`config.mk`:
```
export PLATFORM = sky130hd
export DESIGN_NAME = maxpool_par
export DESIGN_NICKNAME = d
export VERILOG_FILES = /design/src/rtl/pool_pkg.sv /design/src/rtl/pool_reduce_stage.sv /design/src/rtl/maxpool_par.sv
export SDC_FILE = /design/constraint.sdc
export NUM_CORES = 1
export LEC_CHECK = 0
export CELL_PAD_IN_SITES_DETAIL_PLACEMENT = 0
export CELL_PAD_IN_SITES_GLOBAL_PLACEMENT = 2
export CORE_ASPECT_RATIO = 1.25
export CORE_MARGIN = 2
export CORE_UTILIZATION = 38
export DETAILED_ROUTE_END_ITERATION = 6
export HOLD_SLACK_MARGIN = 0.02
export PLACE_DENSITY = 0.92
export SLEW_MARGIN = 10
export SYNTH_ARGS = -nofsm -noshare
export SYNTH_HDL_FRONTEND = slang
export SYNTH_SLANG_ARGS = --single-unit
```
`constraint.sdc`:
```
create_clock -name i_clk -period 12.18 [get_ports i_clk]
set_input_delay 2.436 -clock i_clk [delete_from_list [all_inputs] [get_ports i_clk]]
set_output_delay 2.436 -clock i_clk [all_outputs]
set_load 0.01 [all_outputs]
```
`src/rtl/pool_pkg.sv`:
```
// Shared types, default parameters and helpers for the parallel max/average pooling block.
package pool_pkg;

  typedef enum logic {
    POOL_MAX = 1'b0,
    POOL_AVG = 1'b1
  } pool_mode_e;

  localparam int DEF_DATA_W = 24;
  localparam int DEF_WIN_N  = 4;
  localparam int DEF_CH     = 1;

  // Ceiling log2 for elaboration-time sizing; returns 0 for v <= 1.
  function automatic int clog2(input int v);
    int r;
    r = 0;
    while ((1 << r) < v) r++;
    return r;
  endfunction

endpackage

```
`src/rtl/pool_reduce_stage.sv`:
```
// One pairwise reduction level: halves the element count per channel and widens each element by one bit.
module pool_reduce_stage
  import pool_pkg::*;
#(
  parameter int CH   = DEF_CH,
  parameter int N_IN = DEF_WIN_N,
  parameter int W_IN = DEF_DATA_W
) (
  input  logic                              clk,
  input  logic                              rst,
  input  logic                              en,
  input  logic                              up_valid,
  input  pool_mode_e                        up_mode,
  input  logic [CH*N_IN*W_IN-1:0]           up_data,
  output logic                              dn_valid,
  output pool_mode_e                        dn_mode,
  output logic [CH*(N_IN/2)*(W_IN+1)-1:0]   dn_data
);

  localparam int N_OUT = N_IN / 2;
  localparam int W_OUT = W_IN + 1;

  logic [CH*N_OUT*W_OUT-1:0] nxt;
  logic signed [W_OUT-1:0]   a, b, r;

  // NOTE: a/b/r are scratch values reused per pair, so they take blocking assignments and defaults up front.
  always_comb begin
    nxt = '0;
    a   = '0;
    b   = '0;
    r   = '0;
    for (int c = 0; c < CH; c++) begin
      for (int k = 0; k < N_OUT; k++) begin
        a = {up_data[(c*N_IN+2*k)*W_IN + W_IN-1],   up_data[(c*N_IN+2*k)*W_IN +: W_IN]};
        b = {up_data[(c*N_IN+2*k+1)*W_IN + W_IN-1], up_data[(c*N_IN+2*k+1)*W_IN +: W_IN]};
        if (up_mode == POOL_AVG) r = a + b;
        else                     r = (b > a) ? b : a;  // ties keep the even element
        nxt[(c*N_OUT+k)*W_OUT +: W_OUT] = r;
      end
    end
  end

  always_ff @(posedge clk) begin
    if (rst)     dn_valid <= 1'b0;
    else if (en) dn_valid <= up_valid;
  end

  // NOTE: payload registers carry no reset; the valid flag alone decides whether they mean anything.
  always_ff @(posedge clk) begin
    if (en) begin
      dn_mode <= up_mode;
      dn_data <= nxt;
    end
  end

endmodule

```
`src/rtl/maxpool_par.sv`:
```
// Parallel multi-channel max/average pooling pipeline with a single global stall.
// Optional feature: define MAXPOOL_RELU_EN to clamp negative results to zero at the output stage.
module maxpool_par
  import pool_pkg::*;
#(
  parameter int DATA_W = DEF_DATA_W,
  parameter int WIN_N  = DEF_WIN_N,
  parameter int CH     = DEF_CH
) (
  input  logic                      i_clk,
  input  logic                      i_rst,
  input  logic [CH*WIN_N*DATA_W-1:0] i_data,
  input  logic                      i_valid,
  input  logic                      i_mode,
  output logic                      i_ready,
  output logic [CH*DATA_W-1:0]      o_data,
  output logic                      o_valid,
  input  logic                      o_ready
);

  localparam int L = clog2(WIN_N);

  if (WIN_N < 2 || WIN_N > 16 || (WIN_N & (WIN_N - 1)) != 0) begin : g_bad_win_n
    $error("maxpool_par: WIN_N must be a power of two in 2..16");
  end
  if (CH < 1 || CH > 8) begin : g_bad_ch
    $error("maxpool_par: CH must be in 1..8");
  end

  // Every stage advances together, so a stalled output freezes the whole pipe.
  logic en;
  assign i_ready = !o_valid || o_ready;
  assign en      = i_ready;

  for (genvar s = 0; s < L; s++) begin : g_stage
    localparam int N_IN = WIN_N >> s;
    localparam int W_IN = DATA_W + s;

    logic [CH*N_IN*W_IN-1:0]           d_in;
    logic [CH*(N_IN/2)*(W_IN+1)-1:0]   d_out;
    logic                              v_in, v_out;
    pool_mode_e                        m_in, m_out;

    if (s == 0) begin : g_first
      assign d_in = i_data;
      assign v_in = i_valid;
      assign m_in = pool_mode_e'(i_mode);
    end else begin : g_next
      assign d_in = g_stage[s-1].d_out;
      assign v_in = g_stage[s-1].v_out;
      assign m_in = g_stage[s-1].m_out;
    end

    pool_reduce_stage #(
      .CH   (CH),
      .N_IN (N_IN),
      .W_IN (W_IN)
    ) u_stage (
      .clk      (i_clk),
      .rst      (i_rst),
      .en       (en),
      .up_valid (v_in),
      .up_mode  (m_in),
      .up_data  (d_in),
      .dn_valid (v_out),
      .dn_mode  (m_out),
      .dn_data  (d_out)
    );
  end

  logic [CH*(DATA_W+L)-1:0] last_data;
  logic                     last_valid;
  pool_mode_e               last_mode;

  assign last_data  = g_stage[L-1].d_out;
  assign last_valid = g_stage[L-1].v_out;
  assign last_mode  = g_stage[L-1].m_out;

  logic [CH*DATA_W-1:0]   res;
  logic [DATA_W+L-1:0]    sum;
  logic [DATA_W-1:0]      val;

  // Average: keeping bits [L +: DATA_W] is an arithmetic shift by L followed by truncation.
  always_comb begin
    res = '0;
    sum = '0;
    val = '0;
    for (int c = 0; c < CH; c++) begin
      sum = last_data[c*(DATA_W+L) +: DATA_W+L];
      val = (last_mode == POOL_AVG) ? sum[L +: DATA_W] : sum[DATA_W-1:0];
`ifdef MAXPOOL_RELU_EN
      if (val[DATA_W-1]) val = '0;
`endif
      res[c*DATA_W +: DATA_W] = val;
    end
  end

  always_ff @(posedge i_clk) begin
    if (i_rst) begin
      o_valid <= 1'b0;
      o_data  <= '0;
    end else if (en) begin
      o_valid <= last_valid;
      if (last_valid) o_data <= res;
    end
  end

endmodule

```
==> impl_results.md <==
- Pre-antenna DRT Iters: 5
- Max clock buf depth: 2
- FMAX: 0.155 GHz
- IO Pins: 127
- CP Cell Sequence: clkdlybuf4s50_1 -> nand2b_4 -> clkdlybuf4s50_1
- Clk sinks: 105
- Nets: 1546
- Post-synth top area share: 0.226
- Gr ovfl total: 0
- Ys Warns: 0
- Clock transition at path regs: 60 ps
- Post-cts resize count: 0
- CTS Hold Bufs: 0
- Crit-path max FO: 38
- Status: complete, no violations
- Starting Density: 0.386
- DIE AREA: 28600 sq um
- TritonCTS Buffers: 9
- RSZ-0062 raised after global routing: no
- Crit-path leading delay family: buffers and inverters
- Routability cong.: 0.902
- Tot GR Track Use: 0.181
- Vias: 8584
- Reg2Reg Launch Point: g_stage[0].u_stage.dn_data[20]
- CTS tree: done
- Post-route cell area: 12200 sq um
- First-pass GRT wire length: 41100 um
- Worst hold endpoint: o_valid
- Worst-Skew Late Latency: 360 ps
- Slew HR: 0.186
- Starting DRC count in detailed routing: 385
- Vias per inst: 5.22
- Worst min path class: reg -> reg
- CP max stage cell: clkdlybuf4s50_1
- Synth area leader: edfxtp_1
- Sum Neg Setup Slack: 0 ps
- Most common flop cell mapped by yosys: edfxtp_1
- Pwr Total: 1.50 mW
- Number of standard cells after synthesis: 1199
- Power Dens Cells: 123 nW/um^2
- Number of synthesized flops with an enable pin: 78
- I/O Buffers: 126
- Max IR drop VDD: 0.0750 mV
- Max Slew Vio Count: 0
- Syn avg cell area: 8.63 sq um
- Initial antenna violation count: 0
- Fraction of layout cells with a size suffix above 1: 0.0354
- Post-synth cell types: 64
- Mean routed wirelength per cell: 15.6 um
- Slowest stage delay, CP: 640 ps
- R2r endpoint: g_stage[1].u_stage.dn_data[18]
- # rows: 67
- Residual DRC count: 0
- CP Data Arrival Time: 4030 ps
- Area contributors post-synth: edfxtp_1 23%, ha_1 18%, mux2i_1 8.6%, dfxtp_1 5.2%, inv_1 5.0%
- Final setup fails: 0
- # fillers: 2651
- # H-tree levels: 3
- Most used cell, CP: clkdlybuf4s50_1
- FF-to-FF path depth: 11
- Post-CTS Setup Bufs: 0
- Vert. Die Dim: 189 um
- CP required: 9740 ps
- Hold_sp: g_stage[1].u_stage.dn_valid
- Vias in the first global route: 8124
- Measured slew at the worst slew-check pin: 1190 ps
- CP Class: in -> out
- Post-synth ARST share: 0
- CP startpoint kind: input port
- Final wirelength: 25600 um
- Min cycle time layout: 6460 ps
- R2r setup slk: 8200 ps
- Ant diodes: 0
- Cell Area, Synth: 10400 sq um
- Clk Tree Root Cell: clkbuf_16
- Crit end category: output pin
- Core box area: 26800 sq um
- Largest net degree at the start of global routing: 101
- Static Leak: 5.32 nW
- Layout area overhead: 17.6%
- Die width: 152 um
- Syn nets: 1449
- Fin crit share: 0.531
- Antenna violation net count after detailed routing: 0
- Synth Register Bits: 105
- CP Buf/Inv Count: 2
- Max-capacitance violation count: 0
- DP Wirelength: 20900 um
- Hold Path Stages: 2
- Post-DP Area: 11900 sq um
- Final Hold Viols: 0
- Clk_skew: 11.8 ps
- Share of the yosys chip area belonging to registers: 0.278
- Most frequent cells in the layout: 146 x ha_1, 137 x inv_1, 125 x clkdlybuf4s50_1
- Commonest non-fill, non-tap cell in the layout: ha_1
==> per-layer routing <==
metal	GRT usage	vias up	routed length [um]
li1	-	4459	-
met1	0.240	3910	12100
met2	0.307	185	12100
met3	0.0191	30	855
met4	0.0570	0	602
met5	0	-	0
==> state kept, by name (all words and copies together) (netlist names) <==
name and count:
o_valid 1, g_stage.u_stage.dn_data 76, g_stage.u_stage.dn_valid 2, o_data 24, g_stage.u_stage.dn_mode 2
==> cells by family (layout without fill, tap and decap cells) <==
| kind of cell | count (synthesis) | after routing | share of synthesized area |
|---|---|---|---|
| DFF | 105 | 105 | 0.278 |
| muxes | 105 | 105 | 0.103 |
| and+or+nand+nor | 283 | 283 | 0.127 |
| adders and majority gates | 149 | 149 | 0.182 |
| buffers and inverters | 183 | 285 | 0.0679 |
| AOI/OAI and AO/OA | 313 | 313 | 0.189 |
| xor gates and xnor gates | 61 | 61 | 0.0516 |
==> worst max path at each step <==
stage	startpoint	end	slack, ps	cells past startpoint
6_report	o_ready	i_ready	5720	3
5_1_grt	o_ready	i_ready	5620	3
4_1_cts	o_ready	i_ready	5680	3
3_5_place_dp	o_ready	i_ready	5690	3
3_3_place_gp	o_ready	i_ready	5700	3
2_1_floorplan	o_ready	i_ready	4890	2
==> worst register-to-register path: stages, from the launching register on <==
cell      delay [ps]
edfxtp_1         450
inv_1             70
ha_1             400
nand4_1          150
or3_1            380
or4_1            520
o311ai_0         300
nand3_1          140
o21ai_2          300
buf_4            430
mux2_1           360
o211a_1          220
==> power breakdown <==
part | internal (mW) | switching [mW]
sequential | 0.483 | 0.0610
clock | 0.139 | 0.124
combinational | 0.312 | 0.377
==> final cells by class <==
type / count / area (sq um) / area share
Tap cell: 345 / 432 / 0.0354
Clock inverter: 5 / 31.3 / 0.00257
Clock buffer: 11 / 233 / 0.0191
Sequential cell: 105 / 2880 / 0.237
Inverter: 138 / 518 / 0.0425
Multi-Input combinational cell: 911 / 6790 / 0.557
Timing Repair Buffer: 131 / 1290 / 0.106
==> metrics by stage <==
stage | util | hold slack [ps] | setup slack [ps] | instances
floorplan | - | 424 | 4890 | 1199
global placement | 0.444 | 445 | 5700 | 1630
detailed placement | 0.444 | 454 | 5690 | 1630
CTS | 0.454 | 464 | 5680 | 1646
global route | 0.454 | 490 | 5620 | 1646
finish | 0.454 | 463 | 5720 | 1646
==> synthesized netlist by cell type (all sizes together), types with 7 or more instances <==
master  count
ha        146
inv       138
nor2      118
a21oi      95
mux2i      89
o21ai      79
edfxtp     78
nand2      59
xnor2      46
a211oi     37
clkbuf     34
dfxtp      27
nor3       17
mux2       16
nand2b     15
nand4      15
xor2       15
nor2b      13
o21bai     13
a21o       11
a31oi      11
buf        11
or3        11
o21a       10
nand3       9
o211ai      7
Note: power is estimated with default switching activity, not from simulation.
==> patch 1 (same settings) <==
The package constant `DEF_DATA_W` goes from 24 to 28.
--- a/src/rtl/pool_pkg.sv
+++ b/src/rtl/pool_pkg.sv
@@ -6,7 +6,7 @@
     POOL_AVG = 1'b1
   } pool_mode_e;
 
-  localparam int DEF_DATA_W = 24;
+  localparam int DEF_DATA_W = 28;
   localparam int DEF_WIN_N  = 4;
   localparam int DEF_CH     = 1;
 
Ports: changed (resized i_data and o_data); port bits go from 127 to 147. No check against the original RTL was run, so the function may have changed too.
==> patch 1 against the original RTL <==
  * Routed wire length increased by 48%
  * Total power increased by 41%
  * Clock skew about the same
  * Setup slack got worse by 0.12 ns
  * Global-route usage increased by 3.5 points
  * Largest power group unchanged
  * Critical path type unchanged
  * Critical path depth increased by 1
  * Combinational power increased by 39%
  * Clock power increased by 87%
  * Synthesized area increased by 22%
  * Hold slack got worse by 0.0021 ns
  * Sequential cell count increased by 16
  * Final area increased by 23%
  * Via count increased by 31%
==> patch 1: results (changes against the original RTL) <==
synthesis:
  synth.top_cells.by_count: "ha_1 (170), inv_1 (158), a21oi_1 (150)"  # was ha_1 (146), inv_1 (137), nor2_1 (118)
  yosysSeqAreaShare_pct: 26.3  # was 27.8%
  synthDistinctLibCells: 80  # was 64
  synth_edf_count: 90  # was 78
  synthArstFlopShare_pct: 0  # unchanged
  ys.flop_type: "edfxtp_1"  # unchanged
  synth.area.top_cells: "edfxtp_1 (21%), ha_1 (17%), mux2i_1 (7.4%)"  # was edfxtp_1 (23%), ha_1 (18%), mux2i_1 (8.6%)
  syn_inst: 1491  # was 1199
  synth_fp_nets: 1781  # was 1449
  yosysWarnings: 0  # unchanged
worst_hold_path:
  hold_depth: 2  # unchanged
  min_to: "o_valid$_SDFFE_PP0N_"  # unchanged
  holdCritPathClass: "register to register"  # unchanged
  worstHoldStart: "g_stage[1].u_stage.dn_valid$_SDFFE_PP0N_"  # unchanged
cells_and_area:
  antennaDiodeCount: 0  # unchanged
  nets: 1888  # was 1546
  reg_top3: "g_stage.u_stage.dn_data (88), o_data (28)"  # was g_stage.u_stage.dn_data (76), o_data (24)
  drive_above_1_share_pct: 4.22  # was 3.54%
power_and_ir_drop:
  leakagePower_uw: 0.00645  # was 0.00532 µW
  ir_drop_v: 0.000100  # was 0.0000750 V
critical_path:
  r2r_start: "g_stage[0].u_stage.dn_data[47]$_DFFE_PN_"  # was g_stage[0].u_stage.dn_data[20]$_DFFE_PN_
  r2r_slack_ns: 8.43  # was 8.20 ns
  rr_worst_depth: 8  # was 11
  path_max_fanout: 42  # was 38
  critical_path.startpoint: "o_ready"  # unchanged
  reg2reg_to: "g_stage[1].u_stage.dn_data[28]$_DFFE_PN_"  # was g_stage[1].u_stage.dn_data[18]$_DFFE_PN_
clock_network:
  cts.reportedPaths.clkPinSlew_ns: 0.06  # about the same
  cts_max_level: 4  # was 3
  clock-root-buffer: "clkbuf_16"  # unchanged
  post_cts_resized: 0  # unchanged
  cts_buffer_depth: 2  # unchanged
  worstSkewPairLatency_ns: 0.43  # was 0.36 ns
  cts_setup_buffers: 0  # unchanged
  cts_buffers: 17  # was 9
placed_design:
  io_buffers: 146  # was 126
  gp_congestion: 0.929  # was 0.902
  dpl_cell_area_um2: 14400  # was 11900 µm²
  dp_cells: 1997  # was 1630
  post-dp-hpwl_um: 29700  # was 20900 µm
grt:
  antenna_found_initial: 0  # unchanged
  grt_max_degree: 63  # was 101
  grt_pass1_wl_um: 59800  # was 41100 µm
  grt_use_total_pct: 21.6  # was 18.1%
detailed_routing:
  vias: 11200  # was 8584
  wl_per_cell_um: 18.7  # was 15.6 µm
  drtIter0Drc: 698  # was 385
  viasPerCell: 5.54  # was 5.22
outcome:
  run_status: "complete, no violations"  # unchanged
sta:
  tightest_slew_ns: 1.19  # about the same
  finClkSkew_ns: 0.0115  # was 0.0118 ns
==> patch 1: cell type report <==
type,count,area [µm²]
fill,3242,17700
multi-input combinational,1142,8380
sequential,121,3320
timing repair buffer,157,1540
inverter,159,597
tap,418,523
clock buffer,22,508
clock inverter,10,62.6
==> patch 1: cell families after synthesis <==
family,count (synthesis),synth area share (%)
compound gates,427,21.8
simple gates,384,15.3
buf+inv,228,7.36
fa+ha+maj,173,17.3
flops,121,26.3
mux,93,7.38
xor+xnor,65,4.51
==> patch 1: stage by stage <==
stage | worst slack, ns | hold slack (ns)
2_1_floorplan | 4.57 | 0.433
3_3_place_gp | 5.59 | 0.453
3_5_place_dp | 5.56 | 0.456
4_1_cts | 5.56 | 0.468
5_1_grt | 5.51 | 0.499
6_report | 5.60 | 0.460
==> patch 1: how the worst max path moves through the flow <==
stage / slack (ns) / endpoint
after floorplan: 4.57 / i_ready
after global placement: 5.59 / i_ready
after detailed placement: 5.56 / i_ready
after CTS: 5.56 / i_ready
after global routing: 5.51 / i_ready
final: 5.60 / i_ready
==> patch 1: power by group <==
group | switching (µW) | total (µW) | internal [µW]
clock | 196 | 491 | 295
combinational | 548 | 957 | 409
sequential | 89.7 | 664 | 574
==> patch 1: per-layer routing <==
metal	track usage (%)	wire (µm)	up-vias
li1	-	-	5584
met1	28.1	17400	5311
met2	37.2	18300	292
met3	2.84	1470	47
met4	6.27	826	0
met5	0	0	-
==> patch 1: worst max-delay path, cell delays in order <==
cell and delay (ns):
clkdlybuf4s50_1 0.46, nand2b_4 0.11, buf_4 0.46, clkdlybuf4s50_1 0.65
==> patch 2 (same flow settings) <==
Without the edit above. Make the reset (`i_rst` and `rst`) asynchronous in 2 clocked blocks.
--- a/src/rtl/pool_reduce_stage.sv
+++ b/src/rtl/pool_reduce_stage.sv
@@ -40,7 +40,7 @@
     end
   end
 
-  always_ff @(posedge clk) begin
+  always_ff @(posedge clk or posedge rst) begin
     if (rst)     dn_valid <= 1'b0;
     else if (en) dn_valid <= up_valid;
   end
--- a/src/rtl/maxpool_par.sv
+++ b/src/rtl/maxpool_par.sv
@@ -95,7 +95,7 @@
     end
   end
 
-  always_ff @(posedge i_clk) begin
+  always_ff @(posedge i_clk or posedge i_rst) begin
     if (i_rst) begin
       o_valid <= 1'b0;
       o_data  <= '0;
Function: differs if i_rst is asserted again (counterexample within 4 cycles, from zero or initial values and one cycle with i_rst high); with i_rst held inactive, the same outputs for 10 cycles.
==> patch 2 against the original RTL <==
  * Non-clock buffer count rose by 2
  * Synthesized area is 5.2% higher
  * Sequential cell count is the same
  * Routed wire length up 12%
  * Global-route usage rose by 0.83 points
  * Hold slack improved by 0.018 ns
  * Setup slack lost 0.38 ns
  * Total power is 26% higher
  * Count of clock-buffer cells in the layout decreased by 2
  * Fmax down 5.6%
  * Final area up 3.8%
==> patch 2: results (changes against the original RTL) <==
outcome:
  run_status: "complete, no violations"  # unchanged
critical_path:
  cp.arrival_ns: 4.41  # was 4.03 ns
  rr_worst_depth: 10  # was 11
  critPathMaxStageDelay_ns: 0.79  # was 0.64 ns
  r2r_start: "g_stage[0].u_stage.dn_data[40]$_DFFE_PN_"  # was g_stage[0].u_stage.dn_data[20]$_DFFE_PN_
  reg2reg_to: "g_stage[1].u_stage.dn_data[0]$_DFFE_PN_"  # was g_stage[1].u_stage.dn_data[18]$_DFFE_PN_
worst_hold_path:
  worstHoldStart: "g_stage[1].u_stage.dn_valid$_DFFE_PP0N_"  # was g_stage[1].u_stage.dn_valid$_SDFFE_PP0N_
grt:
  use_met3_pct: 1.93  # was 1.91%
  grt_pass1_vias: 8903  # was 8124
  grt_use_total_pct: 18.9  # was 18.1%
cells_and_area:
  layout.cells.non_filler: 1698  # was 1646
  drive_above_1_share_pct: 4.24  # was 3.54%
detailed_routing:
  wl_met1_um: 13000  # was 12100 µm
  met2_wirelength_um: 14100  # was 12100 µm
  wl_per_cell_um: 16.9  # was 15.6 µm
power_and_ir_drop:
  leakagePower_uw: 0.00547  # was 0.00532 µW
  netSwitchingFraction_pct: 40.3  # was 37.6%
  ir_drop_v: 0.000108  # was 0.0000750 V
  pg_seq_uw: 643  # was 544 µW
synthesis:
  synth_fp_nets: 1500  # was 1449
  yosysSeqAreaShare_pct: 27.7  # was 27.8%
  synth.top_cells.by_count: "ha_1 (146), inv_1 (139), a21oi_1 (128)"  # was ha_1 (146), inv_1 (137), nor2_1 (118)
  synth.area.top_cells: "edfxtp_1 (22%), ha_1 (17%), mux2i_1 (7.4%)"  # was edfxtp_1 (23%), ha_1 (18%), mux2i_1 (8.6%)
  synthArstFlopShare_pct: 25.7  # was 0%
sta:
  whs_ns: 0.480  # was 0.463 ns
-- patch 2: logic make-up (layout without fill, tap and decap cells) --
| family | count (synthesis) | after routing | share of synthesized area, % |
|---|---|---|---|
| simple gates | 301 | 301 | 13.6 |
| mux | 96 | 96 | 9.08 |
| fa+ha+maj | 149 | 149 | 17.3 |
| buf+inv | 196 | 289 | 7.37 |
| flops | 105 | 105 | 27.7 |
| compound gates | 348 | 348 | 20.4 |
| xor+xnor | 55 | 55 | 4.42 |
-- patch 2: final cells by class --
cell class / instances / area (µm²)
flip-flops and latches: 105 / 3020
inverters: 140 / 526
repair buffers: 133 / 1310
fillers: 2845 / 15700
multi-input cells: 949 / 7080
clock inverters: 7 / 45.0
clock buffers: 9 / 225
well taps: 355 / 444
-- patch 2: metrics by stage --
step	worst slack, ns	cell area, µm²
after floorplan	5.26	10900
after global placement	5.33	12400
after detailed placement	5.29	12400
after CTS	5.29	12600
after global routing	5.22	12600
final	5.33	12600
